[src/rtl/seg7_scan_ctrl.sv]
// rtl/seg7_scan_ctrl.sv - N-digit 7-segment scan controller, double-buffered; option LEADING_ZERO_BLANK_EN
module seg7_scan_ctrl #(
   parameter int NUM_DIGITS  = 8,
   parameter int REFRESH_DIV = 100000,
   parameter int GUARD_CYC   = 16
) (
   input  logic                    clk,
   input  logic                    rst_n,
   input  logic                    en,
   input  logic                    load,
   input  logic [4*NUM_DIGITS-1:0] value,
   input  logic [NUM_DIGITS-1:0]   dp_mask,
   input  logic [NUM_DIGITS-1:0]   digit_en,
   input  logic [7:0]              seg_in,
   output logic [3:0]              nibble,
   output logic [7:0]              seg_n,
   output logic [NUM_DIGITS-1:0]   an_n,
   output logic                    frame_done,
   output logic                    load_ack
);

   localparam int IW   = (NUM_DIGITS > 1) ? $clog2(NUM_DIGITS) : 1;
   localparam int CMAX = (REFRESH_DIV > GUARD_CYC) ? REFRESH_DIV : GUARD_CYC;
   localparam int CW   = (CMAX > 1) ? $clog2(CMAX) : 1;

   localparam logic [1:0] S_OFF   = 2'd0;
   localparam logic [1:0] S_ON    = 2'd1;
   localparam logic [1:0] S_GUARD = 2'd2;

   localparam logic [CW-1:0]         ON_LAST    = CW'(REFRESH_DIV - 1);
   localparam logic [CW-1:0]         GUARD_LAST = CW'(GUARD_CYC - 1);
   localparam logic [IW-1:0]         IDX_LAST   = IW'(NUM_DIGITS - 1);
   localparam logic [NUM_DIGITS-1:0] ONE_HOT0   = NUM_DIGITS'(1);

   logic [1:0]              state, nxt_state;
   logic [IW-1:0]           idx, nxt_idx;
   logic [CW-1:0]           cnt, nxt_cnt;
   logic [4*NUM_DIGITS-1:0] act_val, nxt_act_val, pend_val;
   logic [NUM_DIGITS-1:0]   act_dp, nxt_act_dp, pend_dp;
   logic                    pend_flag;
   logic                    slot_dp_only;
   logic                    wrap;
   logic [3:0]              nxt_nib;
   logic                    nxt_dp, nxt_blank, nxt_show;
`ifdef LEADING_ZERO_BLANK_EN
   logic                    upper_zero;
`endif

   // Frame boundary: last guard cycle of the last digit while scanning
   assign wrap       = en && (state == S_GUARD) && (cnt == GUARD_LAST) && (idx == IDX_LAST);
   assign frame_done = wrap;
   assign load_ack   = wrap && (pend_flag || load);

   // Scan sequencer next state; en low forces OFF and clears position
   always_comb begin
      nxt_state = state;
      nxt_idx   = idx;
      nxt_cnt   = cnt;
      if (!en) begin
         nxt_state = S_OFF;
         nxt_idx   = '0;
         nxt_cnt   = '0;
      end else begin
         case (state)
            S_OFF: begin
               nxt_state = S_ON;
               nxt_idx   = '0;
               nxt_cnt   = '0;
            end
            S_ON: begin
               if (cnt == ON_LAST) begin
                  nxt_state = S_GUARD;
                  nxt_cnt   = '0;
               end else begin
                  nxt_cnt = cnt + 1'b1;
               end
            end
            S_GUARD: begin
               if (cnt == GUARD_LAST) begin
                  nxt_state = S_ON;
                  nxt_cnt   = '0;
                  nxt_idx   = (idx == IDX_LAST) ? '0 : idx + 1'b1;
               end else begin
                  nxt_cnt = cnt + 1'b1;
               end
            end
            default: begin
               nxt_state = S_OFF;
               nxt_idx   = '0;
               nxt_cnt   = '0;
            end
         endcase
      end
   end

   // Active buffer commits only at the frame boundary; a same-cycle load bypasses pending
   always_comb begin
      nxt_act_val = act_val;
      nxt_act_dp  = act_dp;
      if (wrap) begin
         if (load) begin
            nxt_act_val = value;
            nxt_act_dp  = dp_mask;
         end else if (pend_flag) begin
            nxt_act_val = pend_val;
            nxt_act_dp  = pend_dp;
         end
      end
   end

   // Digit selection for the upcoming slot, including optional leading-zero blanking
   always_comb begin
      nxt_nib   = nxt_act_val[{nxt_idx, 2'b00} +: 4];
      nxt_dp    = nxt_act_dp[nxt_idx];
      nxt_blank = 1'b0;
`ifdef LEADING_ZERO_BLANK_EN
      upper_zero = 1'b1;
      for (int i = NUM_DIGITS - 1; i >= 0; i--) begin
         if (digit_en[i] && (nxt_act_val[4*i +: 4] != 4'h0)) upper_zero = 1'b0;
         if (IW'(i) == nxt_idx) nxt_blank = upper_zero && (i != 0);
      end
`endif
      nxt_show = (nxt_state == S_ON) && digit_en[nxt_idx] && (!nxt_blank || nxt_dp);
   end

   // Sequencer state registers
   always_ff @(posedge clk or negedge rst_n) begin
      if (!rst_n) begin
         state <= S_OFF;
         idx   <= '0;
         cnt   <= '0;
      end else begin
         state <= nxt_state;
         idx   <= nxt_idx;
         cnt   <= nxt_cnt;
      end
   end

   // Double buffer: pending captures every load, active takes it at frame end
   always_ff @(posedge clk or negedge rst_n) begin
      if (!rst_n) begin
         act_val   <= '0;
         act_dp    <= '0;
         pend_val  <= '0;
         pend_dp   <= '0;
         pend_flag <= 1'b0;
      end else begin
         act_val <= nxt_act_val;
         act_dp  <= nxt_act_dp;
         if (load) begin
            pend_val <= value;
            pend_dp  <= dp_mask;
         end
         if (wrap)      pend_flag <= 1'b0;
         else if (load) pend_flag <= 1'b1;
      end
   end

   // Anode and nibble registered together so they switch on the same edge
   always_ff @(posedge clk or negedge rst_n) begin
      if (!rst_n) begin
         an_n         <= '1;
         nibble       <= 4'h0;
         slot_dp_only <= 1'b0;
      end else begin
         an_n         <= '1;
         slot_dp_only <= 1'b0;
         if (nxt_state == S_ON) begin
            nibble       <= nxt_nib;
            slot_dp_only <= nxt_blank;
            if (nxt_show) an_n <= ~(ONE_HOT0 << nxt_idx);
         end
      end
   end

   // Segment gating: decoder pattern plus DP only while a digit is actually lit
   always_comb begin
      seg_n = 8'hFF;
      if ((state == S_ON) && (an_n != '1))
         seg_n = slot_dp_only ? 8'hFE : {seg_in[7:1], ~act_dp[idx]};
   end

endmodule

[config.mk]
export PLATFORM = sky130hd
export DESIGN_NAME = seg7_scan_ctrl
export DESIGN_NICKNAME = d
export VERILOG_FILES = /design/src/rtl/seg7_scan_ctrl.sv
export SDC_FILE = /design/constraint.sdc
export NUM_CORES = 1
export LEC_CHECK = 0
export CAP_MARGIN = 20
export CORE_ASPECT_RATIO = 1.75
export CORE_MARGIN = 1.5
export CORE_UTILIZATION = 50
export CTS_BUF_LIST = sky130_fd_sc_hd__clkbuf_8
export DETAILED_ROUTE_END_ITERATION = 7
export PLACE_DENSITY = 0.82
export SYNTH_ARGS = -nofsm -noshare
export SYNTH_HDL_FRONTEND = slang
export SYNTH_SLANG_ARGS = --single-unit
[constraint.sdc]
create_clock -name clk -period 5.46 [get_ports clk]
set_input_delay 0.546 -clock clk [delete_from_list [all_inputs] [get_ports clk]]
set_output_delay 0.546 -clock clk [all_outputs]
set_load 0.01 [all_outputs]
==> results.json, run 1 <==
{
  "grt_pass1_wl_mm": 19.4,
  "route.vias.total": 3669,
  "clock_tree.buffer_depth": 2,
  "postCtsResizedCells": 0,
  "total_power_uw": 1850,
  "fillCellCount": 781,
  "grt_usage_pct": 22.7,
  "cts-root-buf": "clkbuf_8",
  "cp_slowest_cell": "dfrtp_1",
  "switching_share_pct": 22.9,
  "regArea_um2": 2890,
  "overflow": 0,
  "clkTransAtPathRegs_ns": 0.07,
  "antenna_found_initial": 0,
  "whs_ns": 0.139,
  "crit_top_cell": "mux2_2",
  "die-area_um2": 11100,
  "grtUsageMet3_pct": 5.07,
  "grt.busiest_layer": "met2",
  "htree_levels": 4,
  "synthSimpleGateAreaFrac_pct": 14.0,
  "use_met2_pct": 41.1,
  "min_period_ns": 3.26,
  "power.internal_uw": 1420,
  "multiInputGateArea_um2": 2250,
  "worstSkewPairLatency_ns": 0.42,
  "startpoint_type": "flop",
  "critPathKind": "flop to flop",
  "placementRows": 49,
  "cp_top_family": "simple AND/OR/NAND/NOR gates",
  "critPathArrivalTime_ns": 3.56,
  "grt_max_degree": 64,
  "synth-xor-area-share_pct": 2.50,
  "post-route-util_pct": 64.0,
  "cts_made_buffers": 17,
  "synth_top_family_by_area": "multiplexers",
  "synth-compound-area-share_pct": 5.77,
  "crit_buf_inv": 2,
  "peakVddDrop_mv": 0.165,
  "start_util_pct": 51.3,
  "postCtsHoldBufs": 0,
  "synth_nets": 498,
  "netlist_area_um2": 5250,
  "routed_wl_mm": 11.6,
  "async_reset_ff_share_pct": 100,
  "cts.sink_count": 115,
  "fmax_ghz": 0.307,
  "slew_headroom_pct": 36.5,
  "reg2reg_slack_ns": 2.20,
  "met1_usage_pct": 24.1,
  "coreArea_um2": 10200,
  "synth-edff-count": 0,
  "antenna_left": 0,
  "synth_cells": 431,
  "layout-drive-gt1-share_pct": 26.2,
  "max_stage_delay_ns": 0.42,
  "dp_hpwl_mm": 8.36,
  "setup_viol": 0,
  "diodes": 0,
  "seqPwrFrac_pct": 48.5,
  "fin_setup_tns_ns": 0,
  "syn_avg_cell_area_um2": 12.2,
  "placed_cell_area_um2": 6140,
  "avgRoutedWirePerCell_um": 17.7,
  "p_clk_share_pct": 43.7,
  "post-route-period-util_pct": 59.6,
  "ys_warn_count": 0,
  "comb_power_share_pct": 7.7,
  "skew_ns": 0.00662,
  "tightest_slew_ns": 0.943,
  "hp-class": "input port to asynchronous set/reset pin",
  "powerDensity_nw_per_um2": 282,
  "crit_required_ns": 5.77,
  "io_buffers": 80,
  "synthMuxAreaShare_pct": 18.8,
  "grt_pass1_vias": 4074,
  "pin_count": 82,
  "p_leak_uw": 0.00291,
  "cap_violations": 0,
  "drc_errors": 0,
  "die_w_um": 80.5,
  "post_cts_buffers": 0,
  "yosys.cell_types.count": 54,
  "fin_nets": 584,
  "yosysSeqAreaShare_pct": 55.0,
  "slew_viol_final": 0,
  "firstDrtPassIters": 5,
  "final_area_um2": 6550,
  "switching_power_uw": 423,
  "fp.dieH_um": 139,
  "place.gp.congestion": 0.831,
  "endpoint_kind": "flop",
  "rsz0062_at_grt": "false",
  "viasPerCell": 5.58,
  "cts_tree": "done",
  "hold_viol_final": 0,
  "synth-seq-cells": 115,
  "critical_path.cell_chain": "inv_1 -> ha_1 -> nand3_1 -> or2_2 -> nor3_2 -> buf_4 -> mux2_2 -> mux2_2 -> nor2_1 -> a2111oi_0 -> a211o_1",
  "ys.flop_type": "dfrtp_1",
  "cp_max_fo": 21,
  "status": "complete, no violations",
  "area_growth_pct": 24.8,
  "synthAdderAreaFrac_pct": 1.67,
  "dr.first_iter.drc_count": 252
}
==> layout make-up <==
| cell class | count | share of cell area [%] |
|---|---|---|
| repair buffers | 84 | 12.6 |
| inverters | 6 | 0.344 |
| well taps | 127 | 2.43 |
| multi-input cells | 293 | 34.3 |
| clock inverters | 14 | 2.48 |
| clock buffers | 18 | 3.78 |
| flip-flops and latches | 115 | 44.1 |
==> stage by stage <==
step           worst slack [ns]  std cells
2_1_floorplan              2.60        431
3_3_place_gp               2.15        625
3_5_place_dp               2.07        625
4_1_cts                    2.21        657
5_1_grt                    1.99        657
6_report                   2.20        657
==> cells by family (layout without fill, tap and decap cells) <==
group / count (synthesis) / count (layout)
flip-flops: 115 / 115
adder cells (fa/ha/maj): 7 / 7
multiplexers: 87 / 87
AO/OA/AOI/OAI: 37 / 37
buffers and inverters: 23 / 122
AND/OR/NAND/NOR: 147 / 147
XOR/XNOR: 15 / 15
==> power by group through the flow <==
stage	logic, µW	registers (µW)	clock network, µW
6_report	143	896	807
5_1_grt	157	899	855
4_1_cts	146	897	824
3_5_place_dp	145	913	0
3_3_place_gp	140	910	0
2_1_floorplan	63.2	909	0
==> registers in the layout (all words and copies together) (netlist names) <==
signal / cells
an_n: 8
state: 2
pend_val: 32
cnt: 17
act_val: 32
pend_flag: 1
pend_dp: 8
idx: 3
nibble: 4
act_dp: 8
==> final timing paths <==
| path | endpoint | from | depth (start not counted) |
|---|---|---|---|
| max | nibble[2] | state[0] | 11 |
| max in group asynchronous | cnt[2] | rst_n | 2 |
| min reg2reg | act_val[10] | act_val[10] | 2 |
| min | pend_val[6] | rst_n | 1 |
| max reg2reg | nibble[2] | state[0] | 11 |
| min in group clk | pend_flag | load | 3 |
==> per-layer routing <==
metal | vias up | routed length, µm
met5 | - | 0
met4 | 0 | 289
met3 | 23 | 537
met2 | 111 | 6590
met1 | 1854 | 4210
li1 | 1681 | -
==> synth_stat cells (4+ instances only) <==
cell | instances | area share (%)
a21oi_1 | 7 | 0.67
mux2_2 | 72 | 15
or2_2 | 9 | 1.1
nand4_1 | 6 | 0.72
buf_4 | 4 | 0.57
clkbuf_1 | 4 | 0.29
ha_1 | 7 | 1.7
buf_2 | 7 | 0.67
mux2i_1 | 13 | 2.5
nor2_1 | 36 | 2.6
nor3_1 | 6 | 0.57
xor2_1 | 7 | 1.2
inv_1 | 6 | 0.43
nand3_1 | 13 | 1.2
nand2_1 | 49 | 3.5
dfrtp_1 | 107 | 51
nor2b_1 | 5 | 0.60
dfstp_2 | 8 | 4.0
xnor2_1 | 8 | 1.3
and3_1 | 8 | 0.95
==> placed cells by master (no fill, tap or decap), types with 5 or more instances in the layout <==
cell / n
dfrtp_1: 107
clkdlybuf4s50_1: 78
mux2_2: 72
nand2_1: 49
nor2_1: 36
clkbuf_8: 18
nand3_1: 13
mux2i_1: 13
or2_2: 9
and3_1: 8
xnor2_1: 8
dfstp_2: 8
inv_1: 7
a21oi_1: 7
xor2_1: 7
ha_1: 7
nand4_1: 6
clkinvlp_4: 6
nor3_1: 5
nor2b_1: 5
buf_4: 5
(Power assumes the default switching activity.)
==> run 2: changes to the inputs <==
Clock period 5.46 ns to 3.41 ns, I/O delays scaled along.
==> run 2 against run 1 <==
Compared with the run above:
- routed wire length shrank 1.8%
- maximum frequency rose by 3.9%
- cell count up 0.61%
==> results.json, run 2 (synthesis results as in run 1) <==
{
  "drc_errors": 0,
  "place.gp.congestion": 0.835,
  "cts_tree": "done",
  "cap_violations": 0,
  "routed_wl_mm": 11.4,
  "postCtsResizedCells": 0,
  "rsz0062_at_grt": "false",
  "skew_ns": 0.00932,
  "cts.sink_count": 115,
  "placementRows": 49,
  "dp_cells": 629,
  "layout_common_cells": "107 x dfrtp_1, 78 x clkdlybuf4s50_1, 72 x mux2_2",
  "critical_path.cell_chain": "ha_1 -> ha_1 -> nand3_1 -> or2_2 -> nor3_2 -> buf_4 -> buf_4 -> mux2_2 -> mux2i_1 -> o2bb2ai_1 -> a211oi_1 -> a311oi_1",
  "overflow": 0,
  "htree_levels": 4,
  "post-route-period-util_pct": 91.9,
  "fillCellCount": 764,
  "grt_pass1_vias": 4000,
  "route.vias.total": 3661,
  "cp_slowest_cell": "dfrtp_1",
  "dp_hpwl_mm": 8.25,
  "cp_top_family": "simple AND/OR/NAND/NOR gates",
  "postCtsHoldBufs": 0,
  "slew_headroom_pct": 35.1,
  "antenna_found_initial": 0,
  "pin_count": 82,
  "cts-root-buf": "clkbuf_8",
  "regArea_um2": 2890,
  "setup_viol": 0,
  "largestRegisters": "act_val: 32 flops, pend_val: 32 flops, cnt: 17 flops",
  "whs_ns": 0.0141,
  "crit_buf_inv": 2,
  "cp_max_fo": 16,
  "firstDrtPassIters": 4,
  "dr.first_iter.drc_count": 214,
  "grt_usage_pct": 22.5,
  "area_growth_pct": 25.2,
  "worstSkewPairLatency_ns": 0.43,
  "io_buffers": 80,
  "start_util_pct": 51.3,
  "max_stage_delay_ns": 0.53,
  "multiInputGateArea_um2": 2250,
  "fin_cells": 661,
  "peakVddDrop_mv": 0.303,
  "antenna_left": 0,
  "endpoint_kind": "flop",
  "powerDensity_nw_per_um2": 445,
  "hold_viol_final": 0,
  "crit_required_ns": 3.68,
  "slew_viol_final": 0,
  "diodes": 0,
  "fin_setup_tns_ns": 0,
  "reg2reg_from": "idx[0]",
  "fmax_ghz": 0.319,
  "critPathKind": "flop to flop",
  "rr_worst_depth": 12,
  "grt_max_degree": 69,
  "tightest_slew_ns": 0.963,
  "final_area_um2": 6570,
  "cts_made_buffers": 17,
  "status": "complete, no violations",
  "post_cts_buffers": 0,
  "avgRoutedWirePerCell_um": 17.3,
  "clkTransAtPathRegs_ns": 0.07,
  "die_w_um": 80.5,
  "die-area_um2": 11100,
  "timing.rr.end": "nibble[3]",
  "layout-drive-gt1-share_pct": 26.8,
  "coreArea_um2": 10200,
  "final_common_cell": "dfrtp_1",
  "clock_tree.buffer_depth": 2,
  "placed_cell_area_um2": 6170,
  "fp.dieH_um": 139,
  "viasPerCell": 5.54,
  "min_period_ns": 3.13,
  "fin_nets": 588,
  "grt_pass1_wl_mm": 19.1,
  "startpoint_type": "flop",
  "reg2reg_slack_ns": 0.28,
  "hp-class": "input port to asynchronous set/reset pin",
  "p_leak_uw": 0.00295,
  "critPathArrivalTime_ns": 3.41
}
## run 2: changes by cell type in the layout (fill, tap and decap cells not counted)
cell / change
bufinv_16: -1
clkinv_2: +3
clkinvlp_4: -5
buf_4: +4
clkbuf_8: +3
inv_6: -1
clkinv_4: +1
## run 2: worst max-delay path by stage
stage	cells past startpoint	startpoint	to	slack, ns
floorplan	12	idx[0]	nibble[0]	0.55
global placement	10	en	nibble[2]	0.41
detailed placement	11	en	nibble[3]	0.34
CTS	12	idx[0]	nibble[3]	0.29
global route	12	idx[0]	nibble[3]	0.04
finish	12	idx[0]	nibble[3]	0.28
## run 2: power breakdown
group | leakage (µW) | switching, µW | internal (µW)
Clock | 0.000212 | 539 | 717
Combinational | 0.00126 | 103 | 129
Sequential | 0.00148 | 18.0 | 1420
Total | 0.00295 | 660 | 2260
## run 2: stage by stage
stage,utilization [%],total power [µW],setup WS (ns)
5_1_grt,64.2,3030,0.0432
3_3_place_gp,60.3,1680,0.412
4_1_cts,64.2,2940,0.289
3_5_place_dp,60.3,1700,0.340
2_1_floorplan,-,1560,0.553
6_report,64.2,2920,0.278
## run 2: layout make-up
type	count	share of cell area, %
Clock buffer	21	4.40
Clock inverter	11	1.68
Inverter	6	0.343
Multi-Input combinational cell	293	34.2
Sequential cell	115	44.0
Tap cell	127	2.42
Timing Repair Buffer	88	13.0
## run 2: layer usage
metal / global-route usage, % / vias up / part of all wire [%]
li1: - / 1697 / -
met4: 12.4 / 0 / 4.3
met5: 0 / - / 0
met2: 39.2 / 105 / 54
met1: 24.5 / 1821 / 38
met3: 5.20 / 38 / 4.1
## run 2: worst reg2reg max path, cell delays in order, from the launching register on
cell       delay [ns]
dfrtp_1          0.53
ha_1             0.21
ha_1             0.18
nand3_1          0.11
or2_2            0.35
nor3_2           0.20
buf_4            0.27
buf_4            0.20
mux2_2           0.36
mux2i_1          0.19
o2bb2ai_1        0.11
a211oi_1         0.19
a311oi_1         0.09
